==> src/rtl/ledstrip_pkg.sv <==
`default_nettype none
// ============================================================================
// Package : ledstrip_pkg
// Brief   : Shared widths, channel offsets, command record and scaling helper.
// Rev     : 1.0
// ============================================================================
package ledstrip_pkg;

    localparam int PIXEL_W  = 24;
    localparam int REPEAT_W = 8;
    localparam int CMD_W    = PIXEL_W + REPEAT_W + 1;

    localparam int R_OFS = 16;
    localparam int G_OFS = 8;
    localparam int B_OFS = 0;

    typedef struct packed {
        logic [PIXEL_W-1:0]  rgb;
        logic [REPEAT_W-1:0] repeat_cnt;
        logic                latch;
    } cmd_t;

    // (c * (b + 1)) >> 8; bit 16 of the product can never be set.
    function automatic logic [7:0] scale_chan(input logic [7:0] c, input logic [7:0] b);
        logic [8:0]  b1;
        logic [16:0] prod;
        b1   = {1'b0, b} + 9'd1;
        prod = {9'd0, c} * {8'd0, b1};
        return prod[15:8];
    endfunction

endpackage
`default_nettype wire

==> src/rtl/ledstrip_pixel_feeder_if.sv <==
`default_nettype none
// ============================================================================
// Interface : ledstrip_pixel_feeder_if
// Brief     : Command write handshake and pixel output handshake of the feeder.
// Rev       : 1.0
// ============================================================================
interface ledstrip_pixel_feeder_if;
    import ledstrip_pkg::*;

    logic                wr_valid;
    logic                wr_ready;
    logic [PIXEL_W-1:0]  wr_rgb;
    logic [REPEAT_W-1:0] wr_repeat;
    logic                wr_latch;

    logic                out_valid;
    logic                out_ready;
    logic [PIXEL_W-1:0]  out_data;
    logic                out_latch;

    modport slave (
        input  wr_valid, wr_rgb, wr_repeat, wr_latch, out_ready,
        output wr_ready, out_valid, out_data, out_latch
    );

    modport master (
        output wr_valid, wr_rgb, wr_repeat, wr_latch, out_ready,
        input  wr_ready, out_valid, out_data, out_latch
    );
endinterface
`default_nettype wire

==> src/rtl/ledstrip_cmd_fifo.sv <==
`default_nettype none
// ============================================================================
// Module : ledstrip_cmd_fifo
// Brief  : Synchronous FIFO with registered full flag, level count and flush.
// Rev    : 1.0
// ============================================================================
module ledstrip_cmd_fifo #(
    parameter int DEPTH = 4,
    parameter int WIDTH = 33
) (
    input  wire                         clk,
    input  wire                         reset,
    input  wire                         flush,
    input  wire                         wr_en,
    input  wire  [WIDTH-1:0]            wr_data,
    input  wire                         rd_en,
    output logic [WIDTH-1:0]            rd_data,
    output logic                        full,
    output logic                        empty,
    output logic [$clog2(DEPTH+1)-1:0]  level
);
    localparam int PTR_W = $clog2(DEPTH);
    localparam int LVL_W = $clog2(DEPTH+1);

    logic [WIDTH-1:0] r_mem [DEPTH];
    logic [PTR_W-1:0] r_wr_ptr;
    logic [PTR_W-1:0] r_rd_ptr;
    logic [LVL_W-1:0] r_level;
    logic             r_full;
    logic             w_push;
    logic             w_pop;
    logic [LVL_W-1:0] w_level_nxt;

    // A write coincident with flush is dropped.
    assign w_push      = wr_en & ~r_full & ~flush;
    assign w_pop       = rd_en & (r_level != '0) & ~flush;
    assign w_level_nxt = r_level + LVL_W'(w_push) - LVL_W'(w_pop);

    always_ff @(posedge clk) begin
        if (reset || flush) begin
            r_wr_ptr <= '0;
            r_rd_ptr <= '0;
            r_level  <= '0;
            r_full   <= 1'b0;
        end else begin
            if (w_push)
                r_wr_ptr <= r_wr_ptr + 1'b1;
            if (w_pop)
                r_rd_ptr <= r_rd_ptr + 1'b1;
            r_level <= w_level_nxt;
            r_full  <= (w_level_nxt == LVL_W'(DEPTH));
        end
    end

    always_ff @(posedge clk) begin
        if (w_push)
            r_mem[r_wr_ptr] <= wr_data;
    end

    assign rd_data = r_mem[r_rd_ptr];
    assign full    = r_full;
    assign empty   = (r_level == '0);
    assign level   = r_level;
endmodule
`default_nettype wire

==> src/rtl/ledstrip_pixel_feeder.sv <==
`default_nettype none
// ============================================================================
// Module : ledstrip_pixel_feeder
// Brief  : Buffers pixel commands, expands repeats, scales and reorders pixels.
// Rev    : 1.0
// ============================================================================
module ledstrip_pixel_feeder
    import ledstrip_pkg::*;
#(
    parameter int DEPTH     = 4,
    parameter bit GRB_ORDER = 1'b1
) (
    input  wire                          clk,
    input  wire                          reset,
    ledstrip_pixel_feeder_if.slave       bus,
    input  wire  [7:0]                   brightness,
    input  wire                          flush,
    output logic                         busy,
    output logic [$clog2(DEPTH+1)-1:0]   fifo_level
);
    localparam logic [0:0] S_EMPTY = 1'b0;
    localparam logic [0:0] S_SEND  = 1'b1;

    logic [0:0]          r_state;
    logic [REPEAT_W-1:0] r_remaining;
    logic                r_cur_latch;
    logic                r_active;
    logic                r_out_valid;
    logic [PIXEL_W-1:0]  r_out_data;
    logic                r_out_latch;

    logic [CMD_W-1:0]    w_fifo_rdata;
    logic                w_fifo_full;
    logic                w_fifo_empty;
    logic                w_pop;
    logic                w_xfer;
    cmd_t                w_head;
    logic [7:0]          w_r;
    logic [7:0]          w_g;
    logic [7:0]          w_b;
    logic [PIXEL_W-1:0]  w_ordered;

    assign w_pop  = (r_state == S_EMPTY) & ~w_fifo_empty & ~flush;
    assign w_xfer = r_out_valid & bus.out_ready;

    ledstrip_cmd_fifo #(
        .DEPTH (DEPTH),
        .WIDTH (CMD_W)
    ) u_fifo (
        .clk     (clk),
        .reset   (reset),
        .flush   (flush),
        .wr_en   (bus.wr_valid),
        .wr_data ({bus.wr_rgb, bus.wr_repeat, bus.wr_latch}),
        .rd_en   (w_pop),
        .rd_data (w_fifo_rdata),
        .full    (w_fifo_full),
        .empty   (w_fifo_empty),
        .level   (fifo_level)
    );

    // Brightness is applied at load time, so later changes leave the slot alone.
    assign w_head = cmd_t'(w_fifo_rdata);
    assign w_r    = scale_chan(w_head.rgb[R_OFS +: 8], brightness);
    assign w_g    = scale_chan(w_head.rgb[G_OFS +: 8], brightness);
    assign w_b    = scale_chan(w_head.rgb[B_OFS +: 8], brightness);

    generate
        if (GRB_ORDER) begin : g_grb
            assign w_ordered = {w_g, w_r, w_b};
        end else begin : g_rgb
            assign w_ordered = {w_r, w_g, w_b};
        end
    endgenerate

    always_ff @(posedge clk) begin
        if (reset) begin
            r_state     <= S_EMPTY;
            r_remaining <= '0;
            r_cur_latch <= 1'b0;
            r_active    <= 1'b0;
            r_out_valid <= 1'b0;
            r_out_data  <= '0;
            r_out_latch <= 1'b0;
        end else if (flush) begin
            r_state     <= S_EMPTY;
            r_remaining <= '0;
            r_cur_latch <= 1'b0;
            r_active    <= 1'b0;
            r_out_valid <= 1'b0;
            r_out_latch <= 1'b0;
        end else begin
            case (r_state)
                S_EMPTY: begin
                    if (w_pop) begin
                        r_remaining <= w_head.repeat_cnt;
                        r_cur_latch <= w_head.latch;
                        r_active    <= 1'b1;
                        r_out_data  <= w_ordered;
                        r_out_latch <= w_head.latch & (w_head.repeat_cnt == '0);
                        r_out_valid <= 1'b1;
                        r_state     <= S_SEND;
                    end
                end
                S_SEND: begin
                    if (w_xfer) begin
                        if (r_remaining == '0) begin
                            r_state     <= S_EMPTY;
                            r_active    <= 1'b0;
                            r_out_valid <= 1'b0;
                            r_out_latch <= 1'b0;
                        end else begin
                            r_remaining <= r_remaining - 1'b1;
                            r_out_latch <= r_cur_latch & (r_remaining == 8'd1);
                        end
                    end
                end
                default: r_state <= S_EMPTY;
            endcase
        end
    end

    assign bus.wr_ready  = ~w_fifo_full;
    assign bus.out_valid = r_out_valid;
    assign bus.out_data  = r_out_data;
    assign bus.out_latch = r_out_latch;
    assign busy          = r_active | (fifo_level != '0);
endmodule
`default_nettype wire

==> src/flat_wrapper.sv <==
// flat-port wrapper written by rule: the top's interface ports become plain ports
module ledstrip_pixel_feeder_flat import ledstrip_pkg::*;
#(
    parameter int DEPTH     = 4,
    parameter bit GRB_ORDER = 1'b1
)
  (clk, reset, brightness, flush, busy, fifo_level, bus_wr_valid, bus_wr_rgb, bus_wr_repeat, bus_wr_latch, bus_out_ready, bus_wr_ready, bus_out_valid, bus_out_data, bus_out_latch);
  ledstrip_pixel_feeder_if bus_i ();
  input  wire clk;
  input  wire reset;
  input  wire  [7:0] brightness;
  input  wire flush;
  output logic busy;
  output logic [$clog2(DEPTH+1)-1:0] fifo_level;
  input wire logic [$bits(bus_i.wr_valid)-1:0] bus_wr_valid;
  input wire logic [$bits(bus_i.wr_rgb)-1:0] bus_wr_rgb;
  input wire logic [$bits(bus_i.wr_repeat)-1:0] bus_wr_repeat;
  input wire logic [$bits(bus_i.wr_latch)-1:0] bus_wr_latch;
  input wire logic [$bits(bus_i.out_ready)-1:0] bus_out_ready;
  output wire logic [$bits(bus_i.wr_ready)-1:0] bus_wr_ready;
  output wire logic [$bits(bus_i.out_valid)-1:0] bus_out_valid;
  output wire logic [$bits(bus_i.out_data)-1:0] bus_out_data;
  output wire logic [$bits(bus_i.out_latch)-1:0] bus_out_latch;
  assign bus_i.wr_valid = bus_wr_valid;
  assign bus_i.wr_rgb = bus_wr_rgb;
  assign bus_i.wr_repeat = bus_wr_repeat;
  assign bus_i.wr_latch = bus_wr_latch;
  assign bus_i.out_ready = bus_out_ready;
  assign bus_wr_ready = bus_i.wr_ready;
  assign bus_out_valid = bus_i.out_valid;
  assign bus_out_data = bus_i.out_data;
  assign bus_out_latch = bus_i.out_latch;
  ledstrip_pixel_feeder #(.DEPTH(DEPTH), .GRB_ORDER(GRB_ORDER)) u_core (.clk(clk), .reset(reset), .bus(bus_i), .brightness(brightness), .flush(flush), .busy(busy), .fifo_level(fifo_level));
endmodule
==> config.mk <==
export PLATFORM = sky130hd
export DESIGN_NAME = ledstrip_pixel_feeder_flat
export DESIGN_NICKNAME = d
export VERILOG_FILES = /design/src/rtl/ledstrip_pkg.sv /design/src/rtl/ledstrip_pixel_feeder_if.sv /design/src/rtl/ledstrip_cmd_fifo.sv /design/src/rtl/ledstrip_pixel_feeder.sv /design/src/flat_wrapper.sv
export SDC_FILE = /design/constraint.sdc
export NUM_CORES = 1
export LEC_CHECK = 0
export ABC_AREA = 1
export BUFFER_PORTS_ARGS = -buffer_cell sky130_fd_sc_hd__buf_2
export CORE_MARGIN = 2
export CORE_UTILIZATION = 55
export CTS_CLUSTER_DIAMETER = 120
export DETAILED_ROUTE_END_ITERATION = 6
export GPL_TIMING_DRIVEN = 0
export PLACE_DENSITY = 0.72
export SYNTH_ARGS = -nofsm -noshare
export SYNTH_HDL_FRONTEND = slang
export SYNTH_SLANG_ARGS = --single-unit
==> constraint.sdc <==
create_clock -name clk -period 6.6 [get_ports clk]
set_input_delay 0.66 -clock clk [delete_from_list [all_inputs] [get_ports clk]]
set_output_delay 0.66 -clock clk [all_outputs]
set_load 0.05 [all_outputs]
### After elaboration in Yosys (flattened, before gate mapping)

Memory sizes are Yosys's and may differ from the RTL's. A register that Yosys moved wholly into a read port is not among the register bits.
Index checks and enable logic that the tools add are counted.

| word-level totals | value |
|---|---|
| memories | 1 |
| register bits after elaboration | 44 |
| memory bits (writable) | 132 |
| word-level logic and storage cells | 71 |
| input port bits | 46 |

Memory list:

| name | words | bits a word | read ports | clocked after memory_dff | write ports | line | text |
|---|---|---|---|---|---|---|---|
| u_core.u_fifo.r_mem | 4 | 33 | 1 | 1 | 1 | ledstrip_cmd_fifo.sv:25 | `logic [WIDTH-1:0] r_mem [DEPTH];` |

| cells by class | value |
|---|---|
| bitwise operators | 14 |
| reduce and logical (&&, ||, !) cells | 11 |
| $add $sub $neg | 6 |
| equal/unequal tests | 6 |
| multiply operators | 3 |
| muxes and demuxes | 20 |

Operators with widths:

| kind | count |
|---|---|
| $mul A8 B9 Y16 | 3 |
| $mux W8 | 3 |
| $logic_not A8 Y1 | 2 |
| $pmux W8 S2 | 1 |
| $mux W1 | 11 |
| $add A8 B1 Y9 const B | 1 |
| $and A1 B1 Y1 | 9 |
| $reduce_and A3 Y1 | 3 |
| $eq A8 B1 Y1 const B | 1 |
| $ne A2 B2 Y1 const B | 4 |
| $sub A8 B1 Y8 const B | 1 |
| $pmux W1 S2 | 3 |
| $add A2 B1 Y2 const B | 2 |
| $mux W2 | 2 |
| $not A1 Y1 | 4 |
| $reduce_and A2 Y1 | 2 |
| $add A3 B1 Y3 | 1 |
| $eq A3 B3 Y1 const B | 1 |
| $logic_not A3 Y1 | 1 |
| $reduce_bool A3 Y1 | 1 |
| $sub A3 B1 Y3 | 1 |
| $reduce_or A2 Y1 | 1 |
| $logic_or A1 B1 Y1 | 1 |
| $or A1 B1 Y1 | 1 |

### Logic depth before layout (Yosys ltp)

Gate-level depths: netlist of run 1.

| logic depth | value |
|---|---|
| word-level depth | 8 |
| depth in mapped cells | 26 |

### Hierarchy

From an unflattened synthesis of run 1, not the netlist that was laid out.

| second synthesis, totals | value |
|---|---|
| cell total of the unflattened synthesis | 1630 |
| area total of the unflattened synthesis | 14078.5 sq um |

Modules (own cells, without submodules):

| module | area each (sq um) | sequential area each (sq um) | times used | cells an instance |
|---|---|---|---|---|
| ledstrip_pixel_feeder | 8632.0 | 720.7 | 1 | 1235 |
| ledstrip_cmd_fifo | 5446.5 | 4164.0 | 1 | 395 |

### Worst setup path after synthesis of run 1

Ideal clock, no wire load.

| path | value |
|---|---|
| kind | input to register |
| from | input port brightness[0] |
| to | register u_core.r_out_data[15] (netlist: u_core.bus.out_data[15]) |
| library setup time | 118 ps |
| setup slack | 1563 ps |
| arrival | 4920 ps |
| cell stages on the path | 20 |
| path through | ha_1 -> inv_1 -> nor2_1 -> xnor2_1 -> clkbuf_1 -> nor2_1 -> fa_1 -> fa_1 -> fa_1 -> inv_1 -> fa_1 -> inv_1 -> ha_1 -> a21oi_1 -> o21a_1 -> o21ai_0 -> nor3_1 -> a21oi_1 -> nor2_1 -> nor2_1 |

| between the ends | value |
|---|---|
| cells in the longest elaborated chain, start to end | 2 |

RTL lines:

| item | line | text |
|---|---|---|
| start: declaration | flat_wrapper.sv:11 | `input wire [7:0] brightness;` |
| $add A8 B1 Y9 | ledstrip_pkg.sv:27 | `b1 = {1'b0, b} + 9'd1;` |
| $mul A8 B9 Y16 | ledstrip_pkg.sv:28 | `prod = {9'd0, c} * {8'd0, b1};` |
| end signal: assignment | ledstrip_pixel_feeder.sv:99 | `r_out_data <= w_ordered;` |
| end: declaration | ledstrip_pixel_feeder.sv:29 | `logic [PIXEL_W-1:0] r_out_data;` |

Every way passes these cells.
A chain may end at the register's enable or synchronous reset.

### Worst setup path after layout of run 1

| path | value |
|---|---|
| from | input port brightness[0] |
| to | register u_core.r_out_data[13] (netlist: u_core.bus.out_data[13]) |

The elaborated chain is that of the path after synthesis.

==> reports/metrics.sh, run 1 <==
WORST_SETUP_PATH_START_KIND='input port'
FIRSTDRTPASSITERS=6
FLOORPLAN.DIE_AREA_UM2=26420
DIE-HEIGHT_UM=162.5
VIA_PER_INST=5.467
REPORT.FINAL.SLEW_VIOL_COUNT=0
FINALCRITICALPERIOD_NS=5.685
SETUP-TNS-FINAL_NS=0
WORST_PIN_SLEW_NS=0.8845
CRIT_TYPE='in2reg'
POST-SYNTH-TOP-COUNT-CELL='nand2_1'
DIE-WIDTH_UM=162.5
GRT_SETUP_UNREPAIRED='false'
YOSYS_TOP_CELL_BY_AREA='edfxtp_1'
CLKSLEWWORSTSETUPHOLDPATHS_NS=0.07
CLOCK_SINKS=178
POSTSYNTHNETCOUNT=1823
SYNTHTOPCELLSBYCOUNT='nand2_1 (274), inv_1 (232), nor2_1 (228), edfxtp_1 (132), fa_1 (121)'
TIMING.CRITICAL_PATH.REQUIRED_NS=6.93
DRT_FIRST_ITER_VIOLATIONS=968
CP_SLOWEST_CELL='clkbuf_1'
ROUTE.DETAILED.DRC=0
HOLDBUFCOUNTCTS=0
POSTSYNTHCELLCOUNT=1550
TIMING.RR.END='u_core.bus.out_data[13]$_SDFFE_PP0P_'
TIMING.REG2REG.SETUP_SLACK_NS=0.95
POST_CTS_BUFFERS=0
OVERFLOW=0
HOLDWS_NS=0.4348
ASYNC_RESET_FF_SHARE_PCT=0
TIMING.CRITICAL_PATH.MAX_DELAY_FAMILY='adder cells'
CTS.PATH.MAX_BUFFERS=2
CRITICAL_PATH.ENDPOINT_TYPE='flop'
WORSTPATHBUFFERINVERTERCOUNT=6
SYNTH-EDFF-COUNT=132
NETS_FINISH=1922
SYNTHDISTINCTLIBCELLS=44
WORSTPATHARRIVAL_NS=6.02
REG2REG_DEPTH=23
POST_SYNTH.CELL_AREA_AVG_UM2=8.919
VDD.IR_DROP.WORST_mV=0.2227
INSERTION_DELAY_OF_THE_LATER_CLOCKED_PIN_IN_THE_WORST_SKEW_PAIR_NS=0.44
FLOW.AREA_GROWTH_FROM_SYNTHESIS_PCT=10.80
DRTANTENNAVIOLNETS=0
SYNTH_LARGEST_TYPE_AREA_FRACTION_PCT=28.67
INITIAL_CORE_UTIL_PCT=55.38
PIN_COUNT_OF_THE_BIGGEST_NET_ENTERING_GLOBAL_ROUTING=25
FINAL_CELL_COUNT_WITHOUT_FILLERS=1993
FIN_TOTAL_PWR_uW=4365
CORE_AREA_UM2=24960
SKEW_NS=0.01998
MAXCLOCKFREQUENCY_MHz=175.9
SYNTH_SEQ_CELLS=178
ANTENNA_FOUND_INITIAL=4
SYNTHTOPCELLSBYAREA='edfxtp_1 (29%), fa_1 (18%), ha_1 (9.6%)'
FINAL-SETUP-VIOL-COUNT=0
WIRELENGTH_MM=34.15
CP_SLOWEST_STAGE_DELAY_NS=0.60
WORST_HOLD_PATH_TYPE='in2reg'
GRTUSAGETOTAL_PCT=26.93
STATUS='complete, no violations'
FINAL_LAYOUT_SIZE_SUFFIX_GT1_SHARE_PCT=10.77
POWER_DENSITY_nW_PER_UM2=284.9
LAYOUT.FILLER_CELLS=2166
WORST_REL_SLEW_SLACK_PCT=41.03
YOSYSWARNINGCOUNT=0
LEAK_PWR_uW=0.007283
DP.CELLS=1960
ROUTED_WIRE_LENGTH_PER_INSTANCE_UM=17.13
CRIT_CHAIN='buf_2, ha_1, inv_1, nor2_1, xnor2_1, clkbuf_1, nor2_1, fa_1, fa_1, fa_1, inv_1, fa_1, inv_1, ha_1, a21oi_1, o21ai_0, a21oi_1, nand2_1, nand2_1, nand3_1, nand2_1, inv_1'
HOLD_PATH_ORIGIN='bus_wr_rgb[10]'
SYNTH_TOP_FLOP_CELL='edfxtp_1'
HOLD_VIOL_FINAL=0
NUM_VIAS=10900
CRIT_PATH_MAX_FANOUT=10
FINAL.PERIOD_UTILIZATION_PCT=86.14
GRT_PASS1_WL_MM=54.96
WORSTHOLDPATHCELLS=1
NUMBER_OF_GLOBAL_ROUTE_VIAS_BEFORE_REPAIR=11130
CTS_ROOT_BUF='clkbuf_16'
HOLD_PATH_END='u_core.u_fifo.r_mem[2][19]$_DFFE_PP_'
CTS_BUFFERS=17
PLACE_HPWL_MM=25.99
IO-PIN-COUNT=77
SHARE_OF_THE_YOSYS_CHIP_AREA_BELONGING_TO_REGISTERS_PCT=35.33
ROWS=58
CTS_MAX_LEVEL=4
CTS.REPAIR.RESIZED=0
POST_SYNTH_INSTANCE_AREA_UM2=13820
GP_ROUTABILITY_CONGESTION=0.9106
NUMPORTBUFFERS=76
MAX_CAP_VIOLATIONS=0
CTS_TREE='done'
## routing by layer
layer	GRT usage, %	share of wire, %	wire (um)	vias to the layer above
met5	0	0.14	48	-
met4	13.27	4.3	1457	8
met3	5.093	6.8	2323	81
met2	46.54	49	16730	353
met1	32.44	40	13590	5266
li1	-	-	-	5187
## power by group
part / internal (uW) / leakage [uW] / switching, uW
clock network: 500 / 0.000272 / 471
logic: 769 / 0.00544 / 1380
registers: 1230 / 0.00157 / 12.7
## sequential cells by signal (all words and copies together) (netlist names), named ones only
signal / flops
u_core.u_fifo.r_wr_ptr: 2
u_core.u_fifo.r_rd_ptr: 2
u_core.u_fifo.level: 3
u_core.bus.out_latch: 1
u_core.r_active: 1
u_core.r_cur_latch: 1
u_core.bus.out_data: 24
u_core.r_state: 1
u_core.u_fifo.r_mem: 132
u_core.u_fifo.full: 1
u_core.r_remaining: 8
## cells by family after synthesis
group | after synthesis | share of synthesized area (%)
adders and majority gates | 227 | 27.12
xor gates and xnor gates | 18 | 1.140
DFF | 178 | 35.33
buffers and inverters | 293 | 8.580
AOI/OAI and AO/OA | 174 | 7.639
and+or+nand+nor | 660 | 20.19
## area by class of cell
cell class	instances	area, um2	share of cell area [%]
clock inverters	15	138.9	0.9067
multi-input cells	1079	7784	50.82
diodes	1	2.502	0.01634
flip-flops and latches	178	4885	31.89
repair buffers	80	483.0	3.153
well taps	330	412.9	2.696
inverters	239	897.1	5.857
plain buffers	54	289.0	1.887
clock buffers	17	425.4	2.777
## stage by stage
| stage | utilization, % | worst slack (ns) | instance area (um2) |
|---|---|---|---|
| 3_5_place_dp | 59.09 | 0.5185 | 14750 |
| 6_report | 61.36 | 0.9150 | 15320 |
| 2_1_floorplan | - | 1.563 | 13820 |
| 3_3_place_gp | 58.56 | 0.5859 | 14620 |
| 5_1_grt | 61.35 | 0.5811 | 15310 |
| 4_1_cts | 61.35 | 0.9410 | 15310 |
## how the worst max path moves through the flow
stage,start,to,slack [ns],cells past startpoint
2_1_floorplan,brightness[0],u_core.bus.out_data[15]$_SDFFE_PP0P_,1.56,20
3_3_place_gp,brightness[0],u_core.bus.out_data[13]$_SDFFE_PP0P_,0.59,22
3_5_place_dp,brightness[0],u_core.bus.out_data[13]$_SDFFE_PP0P_,0.52,22
4_1_cts,flop,u_core.bus.out_data[13]$_SDFFE_PP0P_,0.94,22
5_1_grt,brightness[0],u_core.bus.out_data[13]$_SDFFE_PP0P_,0.58,22
6_report,brightness[0],u_core.bus.out_data[13]$_SDFFE_PP0P_,0.91,22
## cell usage in the layout, fill, tap and decap left out, drive strengths merged
| cell | count |
|---|---|
| xor2 | 4 |
| nand2 | 285 |
| ha | 106 |
| nand3b | 4 |
| o211ai | 1 |
| xnor2 | 14 |
| o21a | 16 |
| nand3 | 93 |
| nand4 | 13 |
| dfxtp | 46 |
| o21ai | 51 |
| or2 | 14 |
| buf | 114 |
| o22a | 3 |
| fa | 121 |
| a211oi | 8 |
| nor3b | 2 |
| a32o | 10 |
| clkinvlp | 3 |
| a31oi | 3 |
| o22ai | 1 |
| diode | 1 |
| clkinv | 5 |
| or3 | 1 |
| clkbuf | 37 |
| a21boi | 1 |
| and2 | 2 |
| a221oi | 1 |
| inv | 246 |
| a21o | 6 |
| a21oi | 59 |
| o21bai | 14 |
| edfxtp | 132 |
| nor2 | 232 |
| nor3 | 14 |
(Power assumes the default switching activity.)
==> inputs of run 2 (changes only) <==
--- a/config.mk
+++ b/config.mk
@@ -5,14 +5,14 @@
 export SDC_FILE = /design/constraint.sdc
 export NUM_CORES = 1
 export LEC_CHECK = 0
-export ABC_AREA = 1
+export ABC_AREA = 0
 export BUFFER_PORTS_ARGS = -buffer_cell sky130_fd_sc_hd__buf_2
 export CORE_MARGIN = 2
-export CORE_UTILIZATION = 55
+export CORE_UTILIZATION = 30
 export CTS_CLUSTER_DIAMETER = 120
 export DETAILED_ROUTE_END_ITERATION = 6
 export GPL_TIMING_DRIVEN = 0
-export PLACE_DENSITY = 0.72
+export PLACE_DENSITY = 0.44
 export SYNTH_ARGS = -nofsm -noshare
 export SYNTH_HDL_FRONTEND = slang
 export SYNTH_SLANG_ARGS = --single-unit
==> run 2 against run 1 <==
  * Global-route usage fell by 10 points
  * Design area down 1.3%
  * Synthesized area shrank 4.5%
  * Die area is 73% higher
  * Wire length up 3.9%
  * Worst setup slack worse by 0.64 ns
  * Register-to-register slack lost 0.54 ns
  * Critical path type unchanged
  * Critical endpoint is now u_core.bus.out_data[22]$_SDFFE_PP0P_
  * Highest routed layer unchanged
==> reports/metrics.sh, run 2 <==
SYNTH_LARGEST_TYPE_AREA_FRACTION_PCT=30.01
MOSTFREQUENTLAYOUTCELLS='nor2_1 (176), inv_1 (151), edfxtp_1 (132)'
POSTLAYOUTCOREUTIL_PCT=34.93
MET3_WIRELENGTH_MM=1.538
WIRELENGTH_MM=35.48
ROUTED_WIRE_LENGTH_PER_INSTANCE_UM=18.59
CLOCK_SINKS=178
FLOW.AREA_GROWTH_FROM_SYNTHESIS_PCT=14.43
FINAL.PERIOD_UTILIZATION_PCT=95.79
FINAL-SETUP-VIOL-COUNT=0
MET1WIRELENGTH_MM=17.01
WORST_SETUP_PATH_START_KIND='input port'
FOOTPRINT_OF_THE_MULTI_INPUT_GATES_UM2=7667
CORE_AREA_UM2=43270
NUMPORTBUFFERS=74
SYNTH_TOP_FLOP_CELL='edfxtp_1'
IO-PIN-COUNT=77
GRTUSAGETOTAL_PCT=16.51
CPMOSTUSEDCELL='fa_1'
STATUS='complete, no violations'
ASYNC_RESET_FF_SHARE_PCT=0
CTS_TREE='done'
POWER_DENSITY_nW_PER_UM2=282.2
HOLDBUFCOUNTCTS=0
WORST_PIN_SLEW_NS=1.157
WORSTPATHARRIVAL_NS=6.70
CTS.PATH.MAX_BUFFERS=2
FIRSTDRTPASSITERS=6
YOSYSWARNINGCOUNT=0
TOP_LAYER='met5'
NUMBER_OF_GLOBAL_ROUTE_VIAS_BEFORE_REPAIR=9308
WORST_SLACK_NS=0.2778
SYNTHDISTINCTLIBCELLS=61
WORSTPATHBUFFERINVERTERCOUNT=5
FINAL_COMMON_CELL='nor2_1'
DP.CELLS=1875
REGAREA_UM2=4885
DRT_FIRST_ITER_VIOLATIONS=491
INSERTION_DELAY_OF_THE_LATER_CLOCKED_PIN_IN_THE_WORST_SKEW_PAIR_NS=0.46
ROUTE.DETAILED.DRC=0
TIMING.CRITICAL_PATH.REQUIRED_NS=6.97
CRIT_PATH_MAX_FANOUT=10
SETUP-TNS-FINAL_NS=0
CP_SLOWEST_CELL='clkbuf_1'
FINAL_CELL_COUNT_WITHOUT_FILLERS=1909
DRTANTENNAVIOLNETS=0
CTS_BUFFERS=17
CTS_ROOT_BUF='clkbuf_16'
SYNTHTOPCELLSBYCOUNT='nor2_1 (176), inv_1 (151), edfxtp_1 (132), fa_1 (121), ha_1 (106)'
ANTENNA_FOUND_INITIAL=4
PLACE_WORST_SETUP_SLACK_NS=-0.8855
DR_WL_MET2_MM=16.59
TIMING.CRITICAL_PATH.MAX_DELAY_FAMILY='adder cells'
ROWS=76
NETS_FINISH=1583
HOLDWS_NS=0.4137
WORST_REL_SLEW_SLACK_PCT=22.29
FINAL_LAYOUT_SIZE_SUFFIX_GT1_SHARE_PCT=14.29
SYNTH_SEQ_CELLS=178
LEAK_PWR_uW=0.006414
YOSYS_TOP_CELL_BY_AREA='edfxtp_1'
POST_SYNTH.CELL_AREA_AVG_UM2=10.90
VIA_PER_INST=4.689
PIN_COUNT_OF_THE_BIGGEST_NET_ENTERING_GLOBAL_ROUTING=30
POST-SYNTH-TOP-COUNT-CELL='nor2_1'
SKEW_NS=0.02298
DIE-WIDTH_UM=213.8
INITIAL_CORE_UTIL_PCT=30.52
FINALCRITICALPERIOD_NS=6.322
OVERFLOW=0
MAXCLOCKFREQUENCY_MHz=158.2
NUM_VIAS=8951
POSTSYNTHNETCOUNT=1485
VDD.IR_DROP.WORST_mV=0.3144
DIE-HEIGHT_UM=213.8
MAX_CAP_VIOLATIONS=0
REPORT.FINAL.SLEW_VIOL_COUNT=0
GRT_PASS1_WL_MM=55.49
SYNTHTOPCELLSBYAREA='edfxtp_1 (30%), fa_1 (18%), ha_1 (10%)'
CRITICAL_PATH.ENDPOINT_TYPE='flop'
WORST_HOLD_PATH_TYPE='in2reg'
HOLD_VIOL_FINAL=0
GRT_SETUP_UNREPAIRED='false'
POST_SYNTH_INSTANCE_AREA_UM2=13210
GP_ROUTABILITY_CONGESTION=0.7914
SYNTH-EDFF-COUNT=132
CTS_MAX_LEVEL=4
CRIT_TYPE='in2reg'
CLKSLEWWORSTSETUPHOLDPATHS_NS=0.09
LAYOUT.FILLER_CELLS=4382
SHARE_OF_THE_YOSYS_CHIP_AREA_BELONGING_TO_REGISTERS_PCT=36.99
REGISTER_NAME_WITH_THE_MOST_FLOPS='u_core.u_fifo.r_mem'
CRIT_CHAIN='buf_2, clkbuf_1, nand3_1, xor2_2, clkbuf_1, nor2_1, fa_1, fa_1, inv_1, fa_1, fa_1, inv_1, ha_1, and4b_1, nand4_1, nor2_1, o41ai_4, or4_1, o211ai_1'
LARGEST_REGISTER_FFS=132
PLACE_HPWL_MM=27.63
POSTSYNTHCELLCOUNT=1212
FLOORPLAN.DIE_AREA_UM2=45710
CP_SLOWEST_STAGE_DELAY_NS=0.55
run 2: metal layers:
metal	vias to the layer above	GRT usage (%)
met4	8	2.874
li1	4298	-
met1	4480	22.98
met2	134	27.12
met5	-	0
met3	31	3.120
run 2: repair_timing:
action / in CTS / in global routing
setup buffers: 0 / 2
pin swaps: 0 / 2
endpoints found under the setup margin: 24 / 12
gates resized for setup: 21 / 8
run 2: cell families (layout without fill, tap and decap cells):
family / Yosys count / after routing / share of synthesized area, %
adder cells (fa/ha/maj): 227 / 227 / 28.38
AO/OA/AOI/OAI: 142 / 142 / 6.973
AND/OR/NAND/NOR: 379 / 379 / 13.19
other: 0 / 1 / 0
XOR/XNOR: 33 / 33 / 2.189
flip-flops: 178 / 178 / 36.99
multiplexers: 61 / 61 / 6.727
buffers and inverters: 192 / 303 / 5.552
run 2: worst paths after layout:
check | from | endpoint | slack (ns) | depth (start not counted)
min reg2reg | u_core.bus.out_data[23]$_SDFFE_PP0P_ | u_core.bus.out_data[23]$_SDFFE_PP0P_ | 0.45 | 2
min | bus_wr_rgb[7] | u_core.u_fifo.r_mem[1][16]$_DFFE_PP_ | 0.41 | 1
max reg2reg | flop | u_core.bus.out_data[21]$_SDFFE_PP0P_ | 0.41 | 18
max | brightness[0] | u_core.bus.out_data[22]$_SDFFE_PP0P_ | 0.28 | 19
run 2: through the flow:
step	power, uW	area, um2
after floorplan	2697	13210
after global placement	3219	14310
after detailed placement	3229	14410
after CTS	4328	15070
after global routing	4650	15110
final	4264	15110
run 2: layout make-up:
cell class                      count  share of cell area, %
Buffer                             38                  1.151
Antenna cell                        1                0.01656
Timing Repair Buffer               80                  3.179
Tap cell                          585                  4.844
Inverter                          153                  3.800
Clock buffer                       20                  2.956
Sequential cell                   178                  32.32
Clock inverter                     12                 0.9935
Multi-Input combinational cell    842                  50.74
run 2: where the power goes:
part           switching [uW]  leakage, uW  internal [uW]
Sequential               17.9      0.00157           1240
Combinational            1190      0.00456            763
Clock                     476     0.000282            577
==> inputs of run 3 (changes only) <==
--- a/config.mk
+++ b/config.mk
@@ -12,7 +12,7 @@
 export CTS_CLUSTER_DIAMETER = 120
 export DETAILED_ROUTE_END_ITERATION = 6
 export GPL_TIMING_DRIVEN = 0
-export PLACE_DENSITY = 0.44
+export REMOVE_ABC_BUFFERS = 1
 export SYNTH_ARGS = -nofsm -noshare
 export SYNTH_HDL_FRONTEND = slang
 export SYNTH_SLANG_ARGS = --single-unit
==> run 3 against run 2 <==
  * Non-clock buffer count is 32 lower
  * Hold slack improved by 0.0066 ns
  * Combinational power down 6%
  * Clock power hardly changed
  * Critical endpoint is now u_core.bus.out_data[13]$_SDFFE_PP0P_
  * Critical path depth stayed put
  * Core utilization is 0.21 points lower
  * Clock skew is essentially flat
==> reports/metrics.sh, run 3 (synthesized netlist as in run 2, its figures left out) <==
STATUS='complete, no violations'
FINISH.INSTANCE_AREA_UM2=15020
FINAL.PERIOD_UTILIZATION_PCT=93.98
GP_ROUTABILITY_CONGESTION=0.8111
NUM_VIAS=8925
MAX_CAP_VIOLATIONS=0
ANTENNA_FOUND_INITIAL=4
CLKSLEWWORSTSETUPHOLDPATHS_NS=0.08
MOSTFREQUENTLAYOUTCELLS='nor2_1 (175), inv_1 (151), edfxtp_1 (132)'
POWER_DENSITY_nW_PER_UM2=275.8
SKEW_NS=0.02316
OVERFLOW=0
VDD.IR_DROP.WORST_mV=0.1922
MAXCLOCKFREQUENCY_MHz=161.2
DIE-HEIGHT_UM=213.8
CPMOSTUSEDCELL='fa_1'
HOLDBUFCOUNTCTS=0
IO-PIN-COUNT=77
FINAL_LAYOUT_SIZE_SUFFIX_GT1_SHARE_PCT=14.10
FINALCRITICALPERIOD_NS=6.203
LEAK_PWR_uW=0.006386
ROUTED_WIRE_LENGTH_PER_INSTANCE_UM=16.57
CRIT_PATH_MAX_FANOUT=24
TIMING.CRITICAL_PATH.MAX_DELAY_FAMILY='adder cells'
WORSTPATHARRIVAL_NS=6.54
FIRSTDRTPASSITERS=5
CORE_AREA_UM2=43270
POSTPLACECELLAREA_UM2=14380
FLOW.AREA_GROWTH_FROM_SYNTHESIS_PCT=13.73
CTS.PATH.MAX_BUFFERS=2
NUMPORTBUFFERS=76
LAYOUT.FILLER_CELLS=4310
CRITICAL_PATH.ENDPOINT_TYPE='flop'
WORST_HOLD_PATH_TYPE='in2reg'
WIRELENGTH_MM=31.13
CP_SLOWEST_STAGE_DELAY_NS=0.55
WORST_REL_SLEW_SLACK_PCT=27.93
VIA_PER_INST=4.750
CLOCK_SINKS=178
GRTUSAGETOTAL_PCT=14.40
DIE-WIDTH_UM=213.8
CTS_BUFFERS=17
PIN_COUNT_OF_THE_BIGGEST_NET_ENTERING_GLOBAL_ROUTING=60
ROWS=76
CRIT_TYPE='in2reg'
WORST_PIN_SLEW_NS=1.077
LARGEST_REGISTER_FFS=132
WORSTPATHBUFFERINVERTERCOUNT=3
CTS_MAX_LEVEL=4
GRT_SETUP_UNREPAIRED='false'
INSERTION_DELAY_OF_THE_LATER_CLOCKED_PIN_IN_THE_WORST_SKEW_PAIR_NS=0.45
NETS_FINISH=1551
PLACE_WORST_SETUP_SLACK_NS=-0.1939
FINAL-SETUP-VIOL-COUNT=0
WORST_SETUP_PATH_START_KIND='input port'
CP_SLOWEST_CELL='fa_1'
DRT_FIRST_ITER_VIOLATIONS=487
REGISTER_NAME_WITH_THE_MOST_FLOPS='u_core.u_fifo.r_mem'
FLOORPLAN.DIE_AREA_UM2=45710
WORST_SLACK_NS=0.3973
CTS_TREE='done'
FINAL_COMMON_CELL='nor2_1'
REPORT.FINAL.SLEW_VIOL_COUNT=0
NUMBER_OF_GLOBAL_ROUTE_VIAS_BEFORE_REPAIR=9662
INITIAL_CORE_UTIL_PCT=30.52
PLACE_HPWL_MM=23.19
CTS_ROOT_BUF='clkbuf_16'
DRTANTENNAVIOLNETS=0
HOLD_VIOL_FINAL=0
ROUTE.DETAILED.DRC=0
CRIT_CHAIN='buf_2, ha_1, nand3_1, nor2_1, xnor2_2, nor2_1, fa_1, fa_1, fa_1, inv_1, fa_1, inv_1, ha_1, a21o_1, a21o_1, a21oi_1, a21boi_0, or3_1, a32o_1'
GRT_PASS1_WL_MM=50.95
TIMING.CRITICAL_PATH.REQUIRED_NS=6.94
==> run 3: power by group <==
part | internal (uW) | switching [uW] | leakage, uW
Clock | 546 | 492 | 0.000301
Combinational | 745 | 1100 | 0.00451
Sequential | 1240 | 21.5 | 0.00157
==> run 3: what timing repair did <==
action	CTS	global route
setup endpoints to repair	0	6
setup buffers	0	1
gates resized for setup	0	1
==> run 3: routing by layer <==
| metal | track usage (%) | up-vias | wire length [um] |
|---|---|---|---|
| met2 | 24.57 | 177 | 15050 |
| met4 | 3.520 | 2 | 329 |
| met3 | 2.871 | 27 | 1424 |
| met1 | 18.77 | 4481 | 14310 |
| met5 | 0 | - | 16 |
| li1 | - | 4238 | - |
==> run 3: worst paths after layout <==
path	slack [ns]	cells after the start	start	to
min reg2reg	0.45	2	u_core.bus.out_data[11]$_SDFFE_PP0P_	u_core.bus.out_data[11]$_SDFFE_PP0P_
max	0.40	19	brightness[0]	u_core.bus.out_data[13]$_SDFFE_PP0P_
max reg2reg	0.46	15	flop	u_core.bus.out_data[13]$_SDFFE_PP0P_
min	0.42	1	bus_wr_rgb[0]	u_core.u_fifo.r_mem[2][9]$_DFFE_PP_
==> run 3: stage by stage <==
step / cells / total power (uW) / util, % / hold slack [ns] / setup TNS, ns
after floorplan: 1173 / 2689 / - / 0.4367 / 0
after global placement: 1834 / 3078 / 32.73 / 0.4335 / -22.60
after detailed placement: 1843 / 3123 / 33.22 / 0.4499 / -0.4437
after CTS: 1875 / 4187 / 34.63 / 0.4060 / 0
after global routing: 1876 / 4521 / 34.70 / 0.4149 / 0
final: 1879 / 4142 / 34.71 / 0.4204 / 0
==> run 3: cell type report <==
type	count	area, um2	area share (%)
Clock inverter	15	183.9	1.225
Tap cell	585	732.0	4.873
Clock buffer	17	425.4	2.832
Timing Repair Buffer	86	560.5	3.732
Sequential cell	178	4890	32.56
Antenna cell	3	7.507	0.04998
Multi-Input combinational cell	842	7646	50.91
Inverter	153	574.3	3.824
